[src/rtl/cam_capture_pkg.sv]
// Shared definitions for the camera capture path: FSM states, RAM sizing
// defaults and the RGB565 field layout.
package cam_capture_pkg;

   typedef enum logic {
      S_WAIT_FRAME = 1'b0,
      S_FRAME      = 1'b1
   } cap_state_t;

   // Defaults shared with ram_rgb_write; A_MAX must stay 2**ADD_WIDTH
   localparam int ADD_WIDTH_DEF = 4;
   localparam int A_MAX_DEF     = 16;

   localparam int R_HI = 15;
   localparam int R_LO = 11;
   localparam int G_HI = 10;
   localparam int G_LO = 5;
   localparam int B_HI = 4;
   localparam int B_LO = 0;

endpackage

[src/rtl/rgb565_to_rgb888.sv]
// Combinational RGB565 to RGB888 expansion by MSB replication, so full-scale
// 5/6-bit values map to 0xFF and zero stays zero.
module rgb565_to_rgb888
   import cam_capture_pkg::*;
(
   input  logic [15:0] pixel,
   output logic [7:0]  red,
   output logic [7:0]  green,
   output logic [7:0]  blue
);

   logic [4:0] r5;
   logic [5:0] g6;
   logic [4:0] b5;

   assign r5 = pixel[R_HI:R_LO];
   assign g6 = pixel[G_HI:G_LO];
   assign b5 = pixel[B_HI:B_LO];

   assign red   = {r5, r5[4:2]};
   assign green = {g6, g6[5:4]};
   assign blue  = {b5, b5[4:2]};

endmodule

[src/rtl/cam_rgb_capture.sv]
// Camera front-end: frames an RGB565 byte stream on vsync/href, pairs bytes
// into pixels and issues RGB888 writes to the frame RAM with overflow guard.
module cam_rgb_capture
   import cam_capture_pkg::*;
#(
   parameter int DATA_WIDTH = 8,
   parameter int ADD_WIDTH  = ADD_WIDTH_DEF,
   parameter int A_MAX      = A_MAX_DEF
)
(
   input  logic                  clk,
   input  logic                  rst,
   input  logic                  byte_en,
   input  logic                  vsync,
   input  logic                  href,
   input  logic [7:0]            cam_data,
   output logic [ADD_WIDTH-1:0]  address_write,
   output logic [DATA_WIDTH-1:0] data_w_R,
   output logic [DATA_WIDTH-1:0] data_w_G,
   output logic [DATA_WIDTH-1:0] data_w_B,
   output logic                  write_enable,
   output logic                  frame_done,
   output logic                  overflow
);

   localparam logic [ADD_WIDTH-1:0] LAST_ADDR = ADD_WIDTH'(A_MAX - 1);

   cap_state_t           state;
   cap_state_t           state_next;
   logic                 vsync_q;
   logic                 vsync_fall;
   logic                 vsync_rise;
   logic                 phase;
   logic [7:0]           hi_byte;
   logic [ADD_WIDTH-1:0] addr_cnt;
   logic                 full;

   logic                 frame_start;
   logic                 frame_end;
   logic                 take_hi;
   logic                 take_lo;
   logic                 drop_half;

   logic [7:0]           pix_r;
   logic [7:0]           pix_g;
   logic [7:0]           pix_b;

   assign vsync_fall = vsync_q & ~vsync;
   assign vsync_rise = ~vsync_q & vsync;

   rgb565_to_rgb888 u_expand (
      .pixel (({hi_byte, cam_data})),
      .red   (pix_r),
      .green (pix_g),
      .blue  (pix_b)
   );

   always_ff @(posedge clk) begin
      if (rst) begin
         state <= S_WAIT_FRAME;
      end else begin
         state <= state_next;
      end
   end

   // vsync rise is checked before any byte so it wins over a completing pixel
   always_comb begin
      state_next  = state;
      frame_start = 1'b0;
      frame_end   = 1'b0;
      take_hi     = 1'b0;
      take_lo     = 1'b0;
      drop_half   = 1'b0;
      case (state)
         S_WAIT_FRAME: begin
            if (vsync_fall) begin
               state_next  = S_FRAME;
               frame_start = 1'b1;
            end
         end
         S_FRAME: begin
            if (vsync_rise) begin
               state_next = S_WAIT_FRAME;
               frame_end  = 1'b1;
            end else if (byte_en) begin
               if (!href) begin
                  drop_half = 1'b1;
               end else if (!phase) begin
                  take_hi = 1'b1;
               end else begin
                  take_lo = 1'b1;
               end
            end
         end
         default: state_next = S_WAIT_FRAME;
      endcase
   end

   always_ff @(posedge clk) begin
      if (rst) begin
         vsync_q       <= 1'b0;
         phase         <= 1'b0;
         hi_byte       <= '0;
         addr_cnt      <= '0;
         full          <= 1'b0;
         address_write <= '0;
         data_w_R      <= '0;
         data_w_G      <= '0;
         data_w_B      <= '0;
         write_enable  <= 1'b0;
         frame_done    <= 1'b0;
         overflow      <= 1'b0;
      end else begin
         vsync_q      <= vsync;
         write_enable <= 1'b0;
         frame_done   <= frame_end;
         if (frame_start) begin
            addr_cnt <= '0;
            phase    <= 1'b0;
            full     <= 1'b0;
            overflow <= 1'b0;
         end
         if (frame_end || drop_half) begin
            phase <= 1'b0;
         end
         if (take_hi) begin
            hi_byte <= cam_data;
            phase   <= 1'b1;
         end
         // Once the last location is written the counter parks and later pixels are dropped
         if (take_lo) begin
            phase <= 1'b0;
            if (full) begin
               overflow <= 1'b1;
            end else begin
               write_enable  <= 1'b1;
               address_write <= addr_cnt;
               data_w_R      <= DATA_WIDTH'(pix_r);
               data_w_G      <= DATA_WIDTH'(pix_g);
               data_w_B      <= DATA_WIDTH'(pix_b);
               if (addr_cnt == LAST_ADDR) begin
                  full <= 1'b1;
               end else begin
                  addr_cnt <= addr_cnt + 1'b1;
               end
            end
         end
      end
   end

endmodule

[config.mk]
export PLATFORM = sky130hd
export DESIGN_NAME = cam_rgb_capture
export DESIGN_NICKNAME = d
export VERILOG_FILES = /design/src/rtl/cam_capture_pkg.sv /design/src/rtl/rgb565_to_rgb888.sv /design/src/rtl/cam_rgb_capture.sv
export SDC_FILE = /design/constraint.sdc
export NUM_CORES = 1
export LEC_CHECK = 0
export BUFFER_PORTS_ARGS = -buffer_cell sky130_fd_sc_hd__buf_2
export CAP_MARGIN = 30
export CORE_ASPECT_RATIO = 1.1
export CORE_MARGIN = 1
export CORE_UTILIZATION = 46
export CTS_BUF_LIST = sky130_fd_sc_hd__clkbuf_16
export CTS_CLUSTER_DIAMETER = 100
export DETAILED_ROUTE_END_ITERATION = 10
export PLACE_DENSITY = 0.72
export SLEW_MARGIN = 20
export SYNTH_ARGS = -nofsm -noshare
export SYNTH_HDL_FRONTEND = slang
export SYNTH_SLANG_ARGS = --single-unit
[constraint.sdc]
create_clock -name clk -period 1.16 [get_ports clk]
set_input_delay 0.174 -clock clk [delete_from_list [all_inputs] [get_ports clk]]
set_output_delay 0.174 -clock clk [all_outputs]
set_load 0.01 [all_outputs]
# Word-level counts from Yosys, hierarchy flattened
# Index checks and enable logic that the tools add are counted.
[word_totals] ff_bits=47 in_bits=13 out_inout_bits=31 elab_cells=62
[classes] addsub=1 n_eq_ne=1 muxes=35 bitwise=7 reduce_logical=5
[op_table] cell="$mux 1" n=30
[op_table] cell="$mux 4" n=4
[op_table] cell="$not 1->1" n=5
[op_table] cell="$add 4x1->4 const B" n=1
[op_table] cell="$eq 4x4->1 const B" n=1
[op_table] cell="$reduce_or 2->1" n=2
[op_table] cell="$reduce_bool 3->1" n=1
[op_table] cell="$and 1x1->1" n=2
[op_table] cell="$pmux 1 s2" n=1
[op_table] cell="$reduce_and 2->1" n=1
[op_table] cell="$logic_or 1x1->1" n=1

# Depth between registers and ports, before layout
[logic_depth] depth_word=8 ltp_mapped=6 ltp_nobuf=5

# Cells and area by module
# A second synthesis with hierarchy kept.
[hier_totals] cells_unflattened=241 area_unflattened_um2=1936.9
[by_module_without_submodules] mod="cam_rgb_capture" instances=1 cells_per_inst=217 area_each_um2=1756.7 seq_area_each_um2=940.9
[by_module_without_submodules] mod="rgb565_to_rgb888" instances=1 cells_per_inst=24 area_each_um2=180.2 seq_area_each_um2=0.0

# Worst setup path after synthesis
# Ideal clock, no wire load.
[synth_timing] path_type="flip-flop to flip-flop" startpoint="reg addr_cnt[0]" endpoint="reg addr_cnt[0]" setup_time_ns=0.074 arrival_ns=1.202 required_ns=1.086 setup_slack_ns=-0.116 stages_incl_launch_ff=6 n_path_buf=0 synth_period_minus_slack_ns=1.276 cell_sequence="dfxtp_1 ha_1 nand3_1 nand4_1 or2_2 a21oi_1"
[synth_via] elab_chain_len=4 word_cells_on_any_way=6 classes_between="add/sub: 1; eq/ne: 1; mux: 4"
[synth_rtl] element="start, declared" line_no="cam_rgb_capture.sv:35" source="logic [ADD_WIDTH-1:0] addr_cnt;"
[synth_rtl] element="start signal, assigned" line_no="cam_rgb_capture.sv:144" source="addr_cnt <= addr_cnt + 1'b1;"
[synth_rtl] element="$add 4x1->4 (tied with other cells)" line_no="cam_rgb_capture.sv:144"
[synth_rtl] element="$mux 4" line_no="cam_rgb_capture.sv:141" source="if (addr_cnt == LAST_ADDR) begin"
[synth_rtl] element="$mux 4" line_no="cam_rgb_capture.sv:133" source="if (full) begin"
[synth_rtl] element="$mux 4 *" line_no="cam_rgb_capture.sv:131" source="if (take_lo) begin"
# Every way passes the cells marked *; elsewhere a longest branch is shown, timed or not.
# A chain may end at the register's enable or synchronous reset.

# Worst setup path in the final report
[layout_timing] startpoint="reg vsync_q" endpoint="reg hi_byte[6]"
[layout_via] elab_chain_len=4
[layout_rtl] element="start, declared" line_no="cam_rgb_capture.sv:30" source="logic vsync_q;"
[layout_rtl] element="start signal, assigned" line_no="cam_rgb_capture.sv:114" source="vsync_q <= vsync;"
[layout_rtl] element="$not 1->1" line_no="cam_rgb_capture.sv:49" source="assign vsync_rise = ~vsync_q & vsync;"
[layout_rtl] element="$and 1x1->1" line_no="cam_rgb_capture.sv:49"
[layout_rtl] element="$mux 1" line_no="cam_rgb_capture.sv:82" source="if (vsync_rise) begin"
[layout_rtl] element="$mux 1" line_no="cam_rgb_capture.sv:74" source="case (state)"
[layout_rtl] element="end signal, assigned" line_no="cam_rgb_capture.sv:127" source="hi_byte <= cam_data;"
[layout_rtl] element="end, declared" line_no="cam_rgb_capture.sv:34" source="logic [7:0] hi_byte;"
# No other way between the ends.

==> results_dict.tcl <==
set metrics [dict create \
    status "complete, but fails checks" \
    violations "negative setup slack" \
    cts_root_buffer "clkbuf_16" \
    slew_headroom 0.839 \
    final_nets 257 \
    cts.sinks 39 \
    antenna_left 0 \
    wl_met3_um 134 \
    muxShareOfSynthArea 0.0490 \
    fp.dieH_um 64.5 \
    powerDensity_nw_per_um2 1210 \
    synth_nets 195 \
    power.leakage_nw 0.938 \
    synthesis.yosys.warnings 0 \
    drive_above_1_share 0.504 \
    synth_edf_count 0 \
    endpoint_kind "flop" \
    vdd.ir_drop.worst_mv 0.995 \
    io_pins 44 \
    tritoncts "done" \
    routedWlPerCell_um 12.6 \
    wl_um 3670 \
    syn2layout_area_growth_pct 40.7 \
    insertedDiodeCount 0 \
    overflow 0 \
    synth_top_family_by_area "simple AND/OR/NAND/NOR gates" \
    syn-cell-area_um2 1630 \
    worstMarginPinSlew_ns 0.241 \
    hold_class "input port to flop" \
    whs_ns 0.145 \
    worst_ep_arrival_time_ns 1.49 \
    period_share 1.14 \
    ys_ff_latch 39 \
    routed_via_density 4.86 \
    synthDominantCellAreaShare 0.478 \
    synth-xor-area-share 0 \
    max_freq_mhz 755 \
    grt_max_degree 19 \
    die-area_um2 3790 \
    maxCapViolCount 0 \
    crit_required_ns 1.32 \
    grt.total_usage 0.220 \
    pre_cts_ws_ns -0.143 \
    avgSynthCellArea_um2 9.03 \
    synth_compound_area_frac 0.142 \
    die_w_um 58.8 \
    min_period_ns 1.32 \
    synth.distinct_cells 31 \
    drtPass1Iterations 5 \
    r2r_slack_ns -0.16 \
    dp_hpwl_um 2330 \
    numCtsBuffers 5 \
    synth-main-ff-cell "dfxtp_1" \
    place.gp.congestion 0.835 \
    finClkSkew_ns 0.00558 \
    syn_inst 181 \
    cts.htree.levels 2 \
    first_global_vias 1403 \
    worstSetupPathType "flop to flop" \
    report.final.slew_viol_count 0 \
    fin_cells 292 \
    synth_fa_ha_area_frac 0.00766 \
    dr_total_vias 1418 \
    core_area_um2 3360 \
    cts_buffer_depth 2 \
    netlist_top_cells_area "dfxtp_1 48%, nand2_1 10%, a21oi_2 10%, mux2i_1 4.9%, buf_4 4.1%" \
    cts_hold_buf 0 \
    initial_core_util 0.487 \
    place_inst 275 \
    cts.reportedPaths.clkPinSlew_ns 0.06 \
    port_buffers 43 \
    synth_top_area_cell "dfxtp_1" \
    route.met2.wl_um 1870 \
    async_reset_ff_frac 0 \
    cp-start-kind "flop" \
    worst-path-max-fanout 4 \
    synth_simple_gate_area_frac 0.236 \
    fin_ws_ns -0.164 \
    route.detailed.drc 0 \
    clkLatencyLatePin_ns 0.28 \
    detail_route.iter0.violations 41 \
    rsz0062_at_grt "yes" \
    grt_pass1_wl_um 6240 \
    antenna_found_initial 0 \
    ys_seq_area_frac 0.478 \
    highest_layer "met4" \
    setup_viol 35 \
    final-hold-violation-count 0 \
    drt-met1-wl_um 1600 \
    row_count 22 \
    fillers 267 \
]
==> path summary, 6_finish.rpt <==
check | from | end | cells past startpoint
hold / removal | cam_data[1] | data_w_B[4] | 3
setup / recovery | vsync_q | hi_byte[6] | 5
hold reg to reg | hi_byte[3] | data_w_R[3] | 2
setup reg to reg | vsync_q | hi_byte[6] | 5
==> metrics by stage <==
| step | instance area [µm²] | utilization | setup TNS (ns) | total power, mW |
|---|---|---|---|---|
| 4_1_cts | 2220 | 0.661 | -2.88 | 2.81 |
| 3_5_place_dp | 1950 | 0.582 | -3.69 | 1.48 |
| 5_1_grt | 2300 | 0.684 | -6.12 | 2.90 |
| 6_report | 2300 | 0.684 | -3.89 | 2.78 |
| 2_1_floorplan | 1640 | - | -1.15 | 1.43 |
| 3_3_place_gp | 1950 | 0.582 | -3.71 | 1.48 |
==> final cells by class <==
type                    count  area, µm²  share of cell area
flip-flops and latches     39        787               0.342
clock buffers               5        125              0.0544
clock inverters             3       20.0             0.00871
well taps                  48       60.1              0.0261
inverters                   1       3.75             0.00163
repair buffers             74        523               0.228
multi-input cells         122        779               0.339
==> kinds of logic (layout without fill, tap and decap cells) <==
logic type / Yosys count / count (layout)
flops: 39 / 39
compound gates: 31 / 31
fa+ha+maj: 1 / 1
mux: 8 / 8
buf+inv: 20 / 83
simple gates: 82 / 82
==> repair_timing <==
action | CTS | global route
setup endpoints to repair | 35 | 35
gates cloned | 1 | 0
buffers inserted | 6 | 2
gates resized for setup | 11 | 15
pin swaps | 4 | 4
==> synth_stat cells, drive strengths merged (2+ instances only) <==
| cell | count |
|---|---|
| nand3 | 6 |
| nand2 | 46 |
| mux2i | 8 |
| nand4 | 4 |
| a21oi | 26 |
| and2b | 2 |
| o21ai | 2 |
| dfxtp | 39 |
| buf | 17 |
| nor2 | 13 |
| clkbuf | 2 |
| and3 | 4 |
| nor3b | 2 |
==> cells in the final DEF (no fill, tap or decap), types with 2 or more instances in the layout <==
master,count
and3_1,2
nand2_1,45
and3_4,2
mux2i_1,7
and2b_2,2
a21oi_1,5
buf_12,2
buf_2,43
buf_4,20
clkbuf_16,5
dfxtp_2,5
nor2_1,12
buf_6,8
a21oi_2,21
clkinvlp_4,2
nand4_1,4
nand3_1,4
dfxtp_1,34
==> sequential cells by signal (all words and copies together) (netlist names), 4 cells and up <==
signal / flops
addr_cnt: 4
data_w_B: 5
data_w_G: 6
data_w_R: 5
hi_byte: 8
address_write: 4
==> critical path, cell delays in order, from the launching register on <==
cell	delay, ns
dfxtp_2	0.33
and2b_2	0.24
nor3b_4	0.20
buf_6	0.15
mux2i_2	0.21
nor2_1	0.07
==> per-layer routing <==
| layer | vias to the layer above | GRT usage |
|---|---|---|
| met5 | - | 0 |
| met3 | 10 | 0.0719 |
| met2 | 37 | 0.366 |
| met1 | 653 | 0.257 |
| li1 | 718 | - |
| met4 | 0 | 0.0893 |
==> power by group <==
group	switching, mW	total (mW)	internal (mW)
clock network	0.529	1.32	0.790
logic	0.0636	0.110	0.0461
registers	0.00415	1.35	1.35
total	0.597	2.78	2.18
Note: power is estimated with default switching activity, not from simulation.
